### src/rtl/hazard_pkg.sv
// rtl/hazard_pkg.sv - shared encodings and types for the hazard scoreboard unit
package hazard_pkg;

  typedef enum logic [1:0] {
    FWD_NONE = 2'b00,
    FWD_W    = 2'b01,
    FWD_M    = 2'b10
  } fwd_sel_t;

  localparam logic [1:0] RESULT_LOAD = 2'b01;
  localparam logic [1:0] PCSRC_SEQ   = 2'b00;

  // Pipeline-register enables produced by the priority logic.
  typedef struct packed {
    logic stall_f;
    logic stall_d;
    logic stall_e;
    logic stall_m;
    logic flush_d;
    logic flush_e;
    logic flush_w;
    logic redirect;
  } hazard_ctrl_t;

  function automatic fwd_sel_t fwd_select(
    input logic [7:0] rs,
    input logic [7:0] rd_m,
    input logic       we_m,
    input logic [7:0] rd_w,
    input logic       we_w
  );
    if (rs == 8'd0) return FWD_NONE;
    if (we_m && rs == rd_m) return FWD_M;
    if (we_w && rs == rd_w) return FWD_W;
    return FWD_NONE;
  endfunction

endpackage

### src/rtl/sb_lat_counter.sv
// rtl/sb_lat_counter.sv - one scoreboard countdown entry; busy while nonzero
module sb_lat_counter
  import hazard_pkg::*;
#(
  parameter int LAT_W = 5
) (
  input  logic             clk,
  input  logic             rst,
  input  logic             load,
  input  logic [LAT_W-1:0] load_val,
  output logic             busy
);

  logic [LAT_W-1:0] count;

  // A load in the same cycle as a decrement wins, so a back-to-back reissue has no gap.
  always_ff @(posedge clk or posedge rst) begin
    if (rst) begin
      count <= '0;
    end else if (load) begin
      count <= load_val;
    end else if (count != '0) begin
      count <= count - LAT_W'(1);
    end
  end

  assign busy = (count != '0);

endmodule

### src/rtl/hazard_scoreboard_unit.sv
// rtl/hazard_scoreboard_unit.sv - forwarding, stall/flush priority, long-op scoreboard and perf counters
module hazard_scoreboard_unit
  import hazard_pkg::*;
#(
  parameter  int REG_AW   = 5,
  parameter  int MAX_LAT  = 16,
  parameter  int CNT_W    = 32,
  localparam int NUM_REGS = 2 ** REG_AW,
  localparam int LAT_W    = $clog2(MAX_LAT + 1)
) (
  input  logic                clk,
  input  logic                rst,
  input  logic [REG_AW-1:0]   Rs1D,
  input  logic [REG_AW-1:0]   Rs2D,
  input  logic [REG_AW-1:0]   RdD,
  input  logic [REG_AW-1:0]   Rs1E,
  input  logic [REG_AW-1:0]   Rs2E,
  input  logic [REG_AW-1:0]   RdE,
  input  logic [REG_AW-1:0]   RdM,
  input  logic [REG_AW-1:0]   RdW,
  input  logic                RegWriteM,
  input  logic                RegWriteW,
  input  logic [1:0]          ResultSrcE,
  input  logic [1:0]          PCSrcE,
  input  logic                branch_mispredict_i,
  input  logic                CacheStall,
  input  logic                LongOpE,
  input  logic [LAT_W-1:0]    LongOpLatE,
  output logic [1:0]          ForwardAE,
  output logic [1:0]          ForwardBE,
  output logic                StallFetch,
  output logic                StallDecode,
  output logic                StallExecute,
  output logic                StallMemory,
  output logic                FlushDecode,
  output logic                FlushExecute,
  output logic                FlushWriteback,
  output logic                pc_redirect_o,
  output logic [NUM_REGS-1:0] sb_busy_o,
  output logic [CNT_W-1:0]    stall_cnt_o,
  output logic [CNT_W-1:0]    redirect_cnt_o
);

  localparam logic [LAT_W-1:0] LAT_CAP = LAT_W'(MAX_LAT);

  hazard_ctrl_t     ctrl;
  logic             issue;
  logic [LAT_W-1:0] issue_val;
  logic             redirect_req;
  logic             load_use;
  logic             sb_hazard;
  logic [NUM_REGS-1:0] busy;

  // Issue is gated only by the cache stall; a redirect does not cancel an op already in E.
  assign issue     = LongOpE && !CacheStall && (RdE != '0) && (LongOpLatE != '0);
  assign issue_val = (LongOpLatE > LAT_CAP) ? LAT_CAP : LongOpLatE;

  assign busy[0] = 1'b0;
  for (genvar r = 1; r < NUM_REGS; r++) begin : g_sb
    sb_lat_counter #(
      .LAT_W(LAT_W)
    ) u_entry (
      .clk     (clk),
      .rst     (rst),
      .load    (issue && (RdE == REG_AW'(r))),
      .load_val(issue_val),
      .busy    (busy[r])
    );
  end

  assign sb_busy_o    = busy;
  assign redirect_req = branch_mispredict_i || (PCSrcE != PCSRC_SEQ);
  assign load_use     = (ResultSrcE == RESULT_LOAD) && (RdE != '0) &&
                        ((RdE == Rs1D) || (RdE == Rs2D));
  assign sb_hazard    = busy[Rs1D] || busy[Rs2D] || busy[RdD];

  always_comb begin
    ctrl      = '0;
    ForwardAE = FWD_NONE;
    ForwardBE = FWD_NONE;
    if (!rst) begin
      ForwardAE = fwd_select(8'(Rs1E), 8'(RdM), RegWriteM, 8'(RdW), RegWriteW);
      ForwardBE = fwd_select(8'(Rs2E), 8'(RdM), RegWriteM, 8'(RdW), RegWriteW);
      if (CacheStall) begin
        ctrl.stall_f = 1'b1;
        ctrl.stall_d = 1'b1;
        ctrl.stall_e = 1'b1;
        ctrl.stall_m = 1'b1;
        ctrl.flush_w = 1'b1;
      end else if (redirect_req) begin
        ctrl.redirect = 1'b1;
        ctrl.flush_d  = 1'b1;
        ctrl.flush_e  = 1'b1;
      end else if (load_use || sb_hazard) begin
        ctrl.stall_f = 1'b1;
        ctrl.stall_d = 1'b1;
        ctrl.flush_e = 1'b1;
      end
    end
  end

  assign StallFetch     = ctrl.stall_f;
  assign StallDecode    = ctrl.stall_d;
  assign StallExecute   = ctrl.stall_e;
  assign StallMemory    = ctrl.stall_m;
  assign FlushDecode    = ctrl.flush_d;
  assign FlushExecute   = ctrl.flush_e;
  assign FlushWriteback = ctrl.flush_w;
  assign pc_redirect_o  = ctrl.redirect;

  // Perf counters stick at all-ones rather than wrapping.
  always_ff @(posedge clk or posedge rst) begin
    if (rst) begin
      stall_cnt_o    <= '0;
      redirect_cnt_o <= '0;
    end else begin
      if (ctrl.stall_f && (stall_cnt_o != '1)) begin
        stall_cnt_o <= stall_cnt_o + CNT_W'(1);
      end
      if (ctrl.redirect && (redirect_cnt_o != '1)) begin
        redirect_cnt_o <= redirect_cnt_o + CNT_W'(1);
      end
    end
  end

endmodule
### config.mk
export PLATFORM = sky130hd
export DESIGN_NAME = hazard_scoreboard_unit
export DESIGN_NICKNAME = d
export VERILOG_FILES = /design/src/rtl/hazard_pkg.sv /design/src/rtl/sb_lat_counter.sv /design/src/rtl/hazard_scoreboard_unit.sv
export SDC_FILE = /design/constraint.sdc
export NUM_CORES = 1
export LEC_CHECK = 0
export CAP_MARGIN = 20
export CELL_PAD_IN_SITES_DETAIL_PLACEMENT = 0
export CELL_PAD_IN_SITES_GLOBAL_PLACEMENT = 1
export CORE_ASPECT_RATIO = 1.1
export CORE_MARGIN = 5
export CORE_UTILIZATION = 44
export DETAILED_ROUTE_END_ITERATION = 8
export HOLD_SLACK_MARGIN = 0.02
export PLACE_DENSITY_LB_ADDON = 0.1
export RECOVER_POWER = 50
export SLEW_MARGIN = 20
export SYNTH_ARGS = -nofsm -noshare
export SYNTH_HDL_FRONTEND = slang
export SYNTH_SLANG_ARGS = --single-unit
export TNS_END_PERCENT = 30
### constraint.sdc
create_clock -name clk -period 8.3 [get_ports clk]
set_input_delay 0.83 -clock clk [delete_from_list [all_inputs] [get_ports clk]]
set_output_delay 0.83 -clock clk [all_outputs]
set_load 0.02 [all_outputs]
==> results of run 1 <==
worst max-delay path, stage by stage (launching register included):
cell and delay [ps]:
dfrtp_1 400, inv_1 90, ha_1 160, or4b_1 700
mux4_2 540, o21ba_1 180, a221o_1 360, a311oi_4 390
a21oi_2 130, or2_1 240, clkdlybuf4s50_1 540
Yosys cell counts (7+ instances only):
cell	n
dfrtp_1	219
nand2_1	169
nor2_1	135
xnor2_1	114
inv_1	89
xor2_1	85
a21oi_1	73
o21ai_0	70
nor3_1	65
ha_1	64
nand3_1	62
o31ai_1	41
buf_4	39
clkbuf_1	34
nand4_1	18
mux4_2	17
o211ai_1	16
or4b_1	14
and3_1	12
nor2b_1	12
mux2i_1	11
nor4b_2	11
nor4b_1	8
buf_2	7
nor4_1	7
logic make-up after synthesis:
group                      after synthesis  share of synthesized area, %
muxes                                   36                         4.316
and+or+nand+nor                        542                         19.77
DFF                                    219                         40.57
other                                    1                       0.02776
buffers and inverters                  178                         6.095
xor gates and xnor gates               199                         12.90
AOI/OAI and AO/OA                      229                         10.39
adders and majority gates               64                         5.928
layout make-up:
type	instances	area, um2
well taps	414	518.0
multi-input cells	1071	7207
clock buffers	40	803.3
fillers	2818	14250
inverters	93	356.6
repair buffers	175	1712
diodes	1	2.502
flip-flops and latches	219	5480
clock inverters	8	101.3
where the power goes:
part	internal, W	switching, W	total (W)
clock network	0.000726	0.000466	0.00119
registers	0.00152	0.000401	0.00193
logic	0.00103	0.00107	0.00211
flip-flops by register name, summed over array words and instances, names as in the netlist:
signal              cells
stall_cnt_o            32
g_sb.u_entry.count    155
redirect_cnt_o         32
worst min-delay path by stage:
| stage | endpoint | cells after the start | slack, ps |
|---|---|---|---|
| 6_report | redirect_cnt_o[15] | 1 | 480 |
| 5_1_grt | stall_cnt_o[16] | 1 | 500 |
| 4_1_cts | redirect_cnt_o[15] | 1 | 490 |
| 3_5_place_dp | redirect_cnt_o[15] | 1 | 480 |
| 3_3_place_gp | stall_cnt_o[16] | 1 | 480 |
| 2_1_floorplan | g_sb[28].u_entry.count[1] | 2 | 520 |
per-layer routing:
metal  part of all wire (%)  GRT usage, %  routed length (um)  vias to the layer above
li1                       -             -                   -                     5251
met1                     45         27.50               15830                     5128
met2                     48         34.75               17170                      199
met3                    4.1         3.003                1464                       74
met4                    2.7         5.360                 966                        8
met5                   0.19             0                  66                        -
per-stage QoR:
stage	power, W	utilization (%)	hold WS [ps]
2_1_floorplan	0.003550	-	523.8
3_3_place_gp	0.004006	50.22	475.1
3_5_place_dp	0.004072	50.22	479.2
4_1_cts	0.005302	53.19	491.4
5_1_grt	0.005671	53.17	495.9
6_report	0.005225	53.17	480.5
==> metrics.md, run 1 <==
| Metric | Value |
|---|---|
| Status | finished, violations left |
| Failing checks | max-capacitance violations, max-slew violations |
| Top FF cell, synth | dfrtp_1 |
| # IOs | 164 |
| CTS Root Cell | clkbuf_16 |
| DRT iter0 DRCs | 562 |
| Area leader, netlist | dfrtp_1 |
| Reg2reg path depth | 9 |
| Die area | 34,310 um2 |
| Max VDD drop | 151.8 uV |
| Clk_skew | 10.79 ps |
| Initial Util | 44.39% |
| Slew Limit Headroom | -116.9% |
| TritonCTS clock tree | yes |
| Placed Cells incl. Taps | 1,972 |
| Row count | 67 |
| Leading cell types by total area after synthesis | dfrtp_1 (41%), xnor2_1 (7.4%), ha_1 (5.9%) |
| Clock transition at path regs | 60 ps |
| Number of global-route vias before repair | 10,700 |
| Yosys reg bits | 219 |
| Place WS | 3346 ps |
| Worst setup margin | 3200 ps |
| Initial antenna violation count | 5 |
| Final hold vios | 0 |
| First-pass GRT wire length | 57,540 um |
| Total wire length | 35,500 um |
| Die W | 177.1 um |
| Placer Congestion | 0.8384 |
| Vias | 10,660 |
| Syn_nets | 1,588 |
| Buffers on Ports | 162 |
| Worst R2R End | stall_cnt_o[1] |
| Critical path class | reg -> out |
| Leak | 6.972 nW |
| GRT overflow | 0 |
| Synth warn | 0 |
| Reg2reg start | g_sb[7].u_entry.count[0] |
| Total negative slack | 0 ps |
| Post-DP Area | 15,280 um2 |
| Most frequent cells in the layout | dfrtp_1 (219), nand2_1 (169), nor2_1 (135) |
| Drt wl/cell | 17.56 um |
| Post-Layout Cell Count | 2,021 |
| Clock net sink count | 219 |
| Hold_buf cts | 0 |
| Pwr Density | 322.9 nW/um2 |
| H-tree Lvls | 1 |
| Detailed Place HPWL | 25,000 um |
| Final setup fails | 0 |
| Final Max Tran Viols | 116 |
| Number of synthesized flops with an enable pin | 0 |
| Longest Clk Path Bufs | 3 |
| CTS buffer count | 26 |
| Leading cell type in the layout, fill and taps excluded | dfrtp_1 |
| Arrival @ worst endpoint | 4270 ps |
| RSZ-0062 raised after global routing | no |
| Post-CTS setup buffers | 0 |
| Die Ht | 193.8 um |
| Fmax | 196.1 MHz |
| Post-synth top area share | 40.57% |
| Largest net degree at the start of global routing | 110 |
| Share of post-route cells with drive strength above 1 | 6.164% |
| Syn Area/Cell | 9.202 um2 |
| Seq/Total Area, Yosys | 40.57% |
| Post-route minimum period | 5100 ps |
| Req. time, crit path | 7470 ps |
| Worst Hold Class | reg -> reg |
| Total track usage | 20.48% |
| Critical hold path startpoint | redirect_cnt_o[15] |
| Mapped Area | 13,510 um2 |
| Clk Latency, worst-skew pair | 540 ps |
| Finished Cell Area | 16,180 um2 |
| Tightest Pin Transition | 3254 ps |
| Syn Inst Count | 1,468 |
| DR DRC count | 0 |
| Core area | 30,430 um2 |
| Critical path fanouts, max | 9 |
| Crit end category | primary output |
| R2R Setup Slk | 4120 ps |
| Area growth syn-to-layout | 19.78% |
| Via density | 5.275 |
| Final #Nets | 1,706 |
| Count of different cell masters after synthesis | 59 |
| Critical Path Source Type | flip-flop |
| Max Cap Viol | 2 |
| Asr flop ratio synth | 100.0% |
| # resized after CTS | 0 |
| Post-route ant nets | 0 |
| Crit path capture | StallDecode |
| Final worst path period share | 61.45% |
| Drt first pass iters | 5 |
| CP startpoint | g_sb[7].u_entry.count[0] |
(Power assumes the default switching activity.)
==> run 2, diff against run 1 <==
- CORE_UTILIZATION: 44 -> 39
- clock period: 8.3 -> 4.3 ns (I/O delays scaled with it)
==> run 2 against run 1 <==
  * The run still ends with max-capacitance violations, max-slew violations left
  * Clock-buffer cell count fell by 1
  * Die area increased by 12%
  * Setup slack lost 3100 ps
  * Highest routed layer unchanged
==> metrics.md, run 2 (synthesized netlist as in run 1, its figures left out) <==
| Metric | Value |
|---|---|
| First-pass GRT wire length | 61,550 um (+7.0%) |
| Critical Path Source Type | flip-flop |
| Failing checks | max-capacitance violations, max-slew violations |
| Clk Latency, worst-skew pair | 550 ps (about the same) |
| Initial Util | 39.50% (-4.9 points) |
| DR DRC count | 0 (unchanged) |
| Tightest Pin Transition | 1876 ps (-1378 ps) |
| Drt wl/cell | 18.52 um (+5.4%) |
| Hold_buf cts | 0 (unchanged) |
| Worst path slowest cell | or4b_4 |
| Clock transition at path regs | 60 ps (about the same) |
| Final #Nets | 1,753 (+2.8%) |
| Placer Congestion | 0.8335 (-0.58%) |
| RSZ-0062 raised after global routing | no |
| CTS buffer count | 28 (+7.7%) |
| Drt first pass iters | 5 (unchanged) |
| Req. time, crit path | 3870 ps (-3600 ps) |
| Fmax | 237.2 MHz |
| Core area | 34,200 um2 (+12%) |
| Vias | 10,870 (+2.0%) |
| Worst Hold Class | reg -> reg |
| Leading cell type in the layout, fill and taps excluded | dfrtp_1 |
| Row count | 71 (+6.0%) |
| Largest reg by FF count | g_sb.u_entry.count |
| Initial antenna violation count | 5 (unchanged) |
| Detailed Place HPWL | 28,140 um (+13%) |
| H-tree Lvls | 1 (unchanged) |
| Cells along the critical path | inv_1 > ha_1 > or4b_4 > mux4_2 > o21ba_1 > a221o_1 > a311oi_4 > a21oi_2 > or2_4 > clkdlybuf4s15_1 |
| Status | finished, violations left |
| Finished Cell Area | 16,770 um2 (+3.6%) |
| Final setup fails | 0 (unchanged) |
| Post-route minimum period | 4216 ps |
| Die area | 38,460 um2 (+12%) |
| Area growth syn-to-layout | 24.14% |
| Clk_skew | 15.03 ps (+4.243 ps) |
| R2R Setup Slk | 530 ps (-3590 ps) |
| Arrival @ worst endpoint | 3790 ps (-480 ps) |
| CTS Root Cell | clkbuf_16 |
| Crit end category | primary output |
| Largest regs | g_sb.u_entry.count (155), redirect_cnt_o (32), stall_cnt_o (32) |
| Total wire length | 38,710 um (+9.0%) |
| Max Cap Viol | 1 (-1) |
| Longest Clk Path Bufs | 3 (unchanged) |
| Post-route ant nets | 0 (unchanged) |
| Max VDD drop | 304.3 uV (+100%) |
| Final hold vios | 0 (unchanged) |
| Buf/Inv on CP | 2 (unchanged) |
| Final worst path period share | 98.05% |
| Leak | 7.215 nW (+3.5%) |
| Clock net sink count | 219 (unchanged) |
| TritonCTS clock tree | yes |
| Share of post-route cells with drive strength above 1 | 10.97% (+4.8 points) |
| Buffers on Ports | 162 (unchanged) |
| Slew Limit Headroom | -25.06% (+92 points) |
| Number of global-route vias before repair | 10,900 (+1.9%) |
| Total track usage | 19.76% (-0.72 points) |
| DRT iter0 DRCs | 639 (+14%) |
| Final Max Tran Viols | 27 (-77%) |
| Hold_ws | 478.0 ps (-2.518 ps) |
| Via density | 5.202 (-1.4%) |
| Largest register FFs | 155 (unchanged) |
| Pwr Density | 614.6 nW/um2 (+90%) |
| Critical path fanouts, max | 3 (-6) |
| Die Ht | 205.2 um (+5.9%) |
| Critical path's top delay family | compound AO/OA/AOI/OAI gates |
| Die W | 187.4 um (+5.9%) |
| CP peak stage delay | 480 ps (-220 ps) |
| Overall power | 0.01031 W (+97%) |
| Post-DP Area | 15,850 um2 (+3.7%) |
| GRT overflow | 0 (unchanged) |
| # IOs | 164 (unchanged) |
| Critical path class | reg -> out |
| Most frequent cells in the layout | dfrtp_1 (219), nand2_1 (169), nor2_1 (125) |
| Largest net degree at the start of global routing | 63 (-43%) |
## run 2: cell count changes in the layout (fill, tap and decap cells not counted), sizes merged, moves of 2 or more
cell	change
clkdlybuf4s15	+2
clkinvlp	+2
clkdlybuf4s50	-4
buf	+43
## run 2: power breakdown
group	internal (W)	switching (W)	leakage [nW]
logic	0.00210	0.00216	4.08
registers	0.00294	0.000781	2.69
clock network	0.00141	0.000907	0.445
## run 2: worst paths after layout
check / start / end / cells after the start
worst max-delay path: g_sb[5].u_entry.count[0] / StallFetch / 10
worst min-delay path: stall_cnt_o[20] / stall_cnt_o[20] / 1
max in group asynchronous: rst / g_sb[14].u_entry.count[3] / 4
worst max register to register: g_sb[5].u_entry.count[0] / stall_cnt_o[31] / 12
min in group asynchronous: rst / stall_cnt_o[30] / 2
worst min register to register: stall_cnt_o[20] / stall_cnt_o[20] / 1
## run 2: routing by layer
metal	vias to the layer above	wire [um]	share of wire [%]	global-route usage, %
met2	180	18960	49	34.36
met4	8	1053	2.7	5.375
met1	5280	16970	44	25.72
met3	69	1669	4.3	3.308
li1	5336	-	-	-
met5	-	51	0.13	0
## run 2: what timing repair did
item / CTS / global route
buffers inserted: 1 / 0
resized for setup: 5 / 6
pin swaps: 1 / 2
cloned: 0 / 0
setup endpoints to repair: 3 / 3
## run 2: per-stage QoR
stage | instances | utilization [%] | setup TNS (ps) | setup WS (ps)
4_1_cts | 2088 | 49.01 | -115.6 | -59.16
6_report | 2090 | 49.03 | 0 | 84.05
3_5_place_dp | 2040 | 46.33 | 0 | 342.9
2_1_floorplan | 1468 | - | -22300 | -748.8
3_3_place_gp | 2040 | 46.33 | 0 | 377.7
5_1_grt | 2089 | 49.02 | 0 | 2.577
## run 2: final cells by class
class,count,area (um2)
diodes,2,5.005
clock buffers,39,802.0
clock inverters,8,103.9
fillers,3206,17430
inverters,93,350.3
multi-input cells,1071,7410
flip-flops and latches,219,5480
well taps,438,548.0
repair buffers,220,2069
## run 2: worst reg2reg max path: cells and delay by family (launching register included)
family | cells | cell delay [ps]
DFF | 1 | 400
buffers and inverters | 3 | 560
and+or+nand+nor | 2 | 530
xor gates and xnor gates | 1 | 160
AOI/OAI and AO/OA | 4 | 1330
muxes | 1 | 480
adders and majority gates | 1 | 190
==> run 3, diff against run 2 <==
- SKIP_LAST_GASP: not set -> 1
==> run 3 against run 2 <==
  * The flow still finishes with violations (max-capacitance violations, max-slew violations)
  * Critical path type unchanged
  * Utilization barely moved
  * Fmax fell by 0.82%
  * Clock skew fell by 1.4 ps
==> metrics.md, run 3 (synthesized netlist as in run 1, its figures left out) <==
| Metric | Value |
|---|---|
| DR top layer | met5 |
| Slew Limit Headroom | -24.54% (+0.52 points) |
| Buf/Inv on CP | 2 (unchanged) |
| Met3 routed WL | 1607 um (-3.7%) |
| Final #Nets | 1,753 (unchanged) |
| Cells along the critical path | inv_1 > ha_1 > or4b_4 > mux4_2 > o21ba_1 > a221o_1 > a311oi_4 > a21oi_2 > or2_4 > dlygate4sd2_1 |
| Max VDD drop | 304.0 uV (about the same) |
| Total wire length | 38,720 um (about the same) |
| Buffers on Ports | 162 (unchanged) |
| Drt wl/cell | 18.52 um (about the same) |
| Initial antenna violation count | 5 (unchanged) |
| Hold_ws | 478.0 ps (-0.001000 ps) |
| Final setup fails | 0 (unchanged) |
| Overall power | 0.01031 W (about the same) |
| Critical path class | reg -> out |
| TritonCTS clock tree | yes |
| Pwr Density | 614.6 nW/um2 (about the same) |
| Row count | 71 (unchanged) |
| Clock net sink count | 219 (unchanged) |
| Met2 WL | 19,050 um (+0.46%) |
| CTS buffer count | 28 (unchanged) |
| CP peak stage delay | 480 ps (about the same) |
| Most frequent cells in the layout | dfrtp_1 (219), nand2_1 (169), nor2_1 (125) |
| Area of the multi-input gates | 7417 um2 (+0.10%) |
| Die W | 187.4 um (unchanged) |
| Arrival @ worst endpoint | 3820 ps (+30 ps) |
| DRT iter0 DRCs | 582 (-8.9%) |
| First-pass GRT wire length | 61,480 um (-0.11%) |
| DR DRC count | 0 (unchanged) |
| Largest regs | g_sb.u_entry.count (155), redirect_cnt_o (32), stall_cnt_o (32) |
| Max Cap Viol | 1 (unchanged) |
| Crit end category | primary output |
| Largest net degree at the start of global routing | 63 (unchanged) |
| Initial Util | 39.50% (unchanged) |
| Final hold vios | 0 (unchanged) |
| Detailed Place HPWL | 28,140 um (unchanged) |
| Critical Path Source Type | flip-flop |
| Fmax | 235.3 MHz (-0.82%) |
| Via density | 5.214 (+0.23%) |
| Reg area | 5480 um2 (unchanged) |
| Drt first pass iters | 6 (+1) |
| Longest Clk Path Bufs | 3 (unchanged) |
| Hold_buf cts | 0 (unchanged) |
| Fill cells | 3,206 (unchanged) |
| Leak | 7.217 nW (about the same) |
| Status | finished, violations left |
| Post-route minimum period | 4251 ps (+34.70 ps) |
| Core area | 34,200 um2 (unchanged) |
| Largest register FFs | 155 (unchanged) |
| # IOs | 164 (unchanged) |
| GRT overflow | 0 (unchanged) |
| Final worst path period share | 98.85% (+0.81 points) |
| Vias | 10,900 (+0.23%) |
| Placer Congestion | 0.8335 (unchanged) |
| Final Max Tran Viols | 27 (unchanged) |
| Worst Hold Class | reg -> reg |
| H-tree Lvls | 1 (unchanged) |
| Critical path's top delay family | compound AO/OA/AOI/OAI gates |
| Critical path fanouts, max | 3 (unchanged) |
| Largest reg by FF count | g_sb.u_entry.count |
| Tightest Pin Transition | 1868 ps (-7.832 ps) |
| Post-route ant nets | 0 (unchanged) |
| Clock transition at path regs | 60 ps (about the same) |
| Die area | 38,460 um2 (unchanged) |
| Number of global-route vias before repair | 10,880 (-0.15%) |
| RSZ-0062 raised after global routing | yes |
| Req. time, crit path | 3870 ps (about the same) |
| Area growth syn-to-layout | 24.18% (about the same) |
| Share of post-route cells with drive strength above 1 | 11.09% (+0.12 points) |
| Clk_skew | 13.59 ps (-1.442 ps) |
| Worst path slowest cell | or4b_4 |
| Leading cell type in the layout, fill and taps excluded | dfrtp_1 |
| Failing checks | max-capacitance violations, max-slew violations |
| CTS Root Cell | clkbuf_16 |
| Die Ht | 205.2 um (unchanged) |
| M1 WL | 16,980 um (about the same) |
| Clk Latency, worst-skew pair | 550 ps (about the same) |
| Total track usage | 19.75% (about the same) |
[run 3: through the flow]
stage          std cells  util, %  instance area, um2  setup TNS [ps]  worst slack (ps)
5_1_grt             2089    49.04               16770          -24.89            -24.89
4_1_cts             2088    48.99               16750          -167.9            -85.30
6_report            2090    49.05               16770               0             49.34
3_5_place_dp        2040    46.33               15850               0             342.9
2_1_floorplan       1468        -               13700          -22300            -748.8
3_3_place_gp        2040    46.33               15850               0             377.7
[run 3: layer usage]
layer | vias to the layer above | GRT usage (%)
met2 | 181 | 34.32
met1 | 5306 | 25.70
met3 | 69 | 3.308
met4 | 8 | 5.375
met5 | - | 0
li1 | 5334 | -
[run 3: path summary, 6_finish.rpt]
path	start	end	slack (ps)	depth (start not counted)
setup / recovery	g_sb[5].u_entry.count[0]	StallDecode	50	10
max in group asynchronous	rst	g_sb[14].u_entry.count[3]	930	4
hold reg to reg	stall_cnt_o[20]	stall_cnt_o[20]	480	1
min in group asynchronous	rst	stall_cnt_o[30]	550	2
setup reg to reg	g_sb[5].u_entry.count[0]	stall_cnt_o[31]	530	12
hold / removal	stall_cnt_o[20]	stall_cnt_o[20]	480	1
[run 3: area by class of cell]
class	instances	share of cell area (%)
Clock inverter	8	0.6191
Clock buffer	39	4.781
Timing Repair Buffer	220	12.33
Multi-Input combinational cell	1071	44.22
Antenna cell	2	0.02984
Inverter	93	2.088
Sequential cell	219	32.67
Tap cell	438	3.267
[run 3: where the power goes]
part	switching [W]	internal [W]	leakage [nW]	total, W
sequential	0.000784	0.00294	2.69	0.00373
clock	0.000906	0.00141	0.445	0.00231
combinational	0.00216	0.00211	4.09	0.00427
total	0.00385	0.00646	7.22	0.0103
[run 3: timing repair]
item                       in CTS  in global routing
pin swaps                       1                  2
gates resized for setup         3                  9
setup endpoints to repair       3                  3
buffers inserted                1                  0
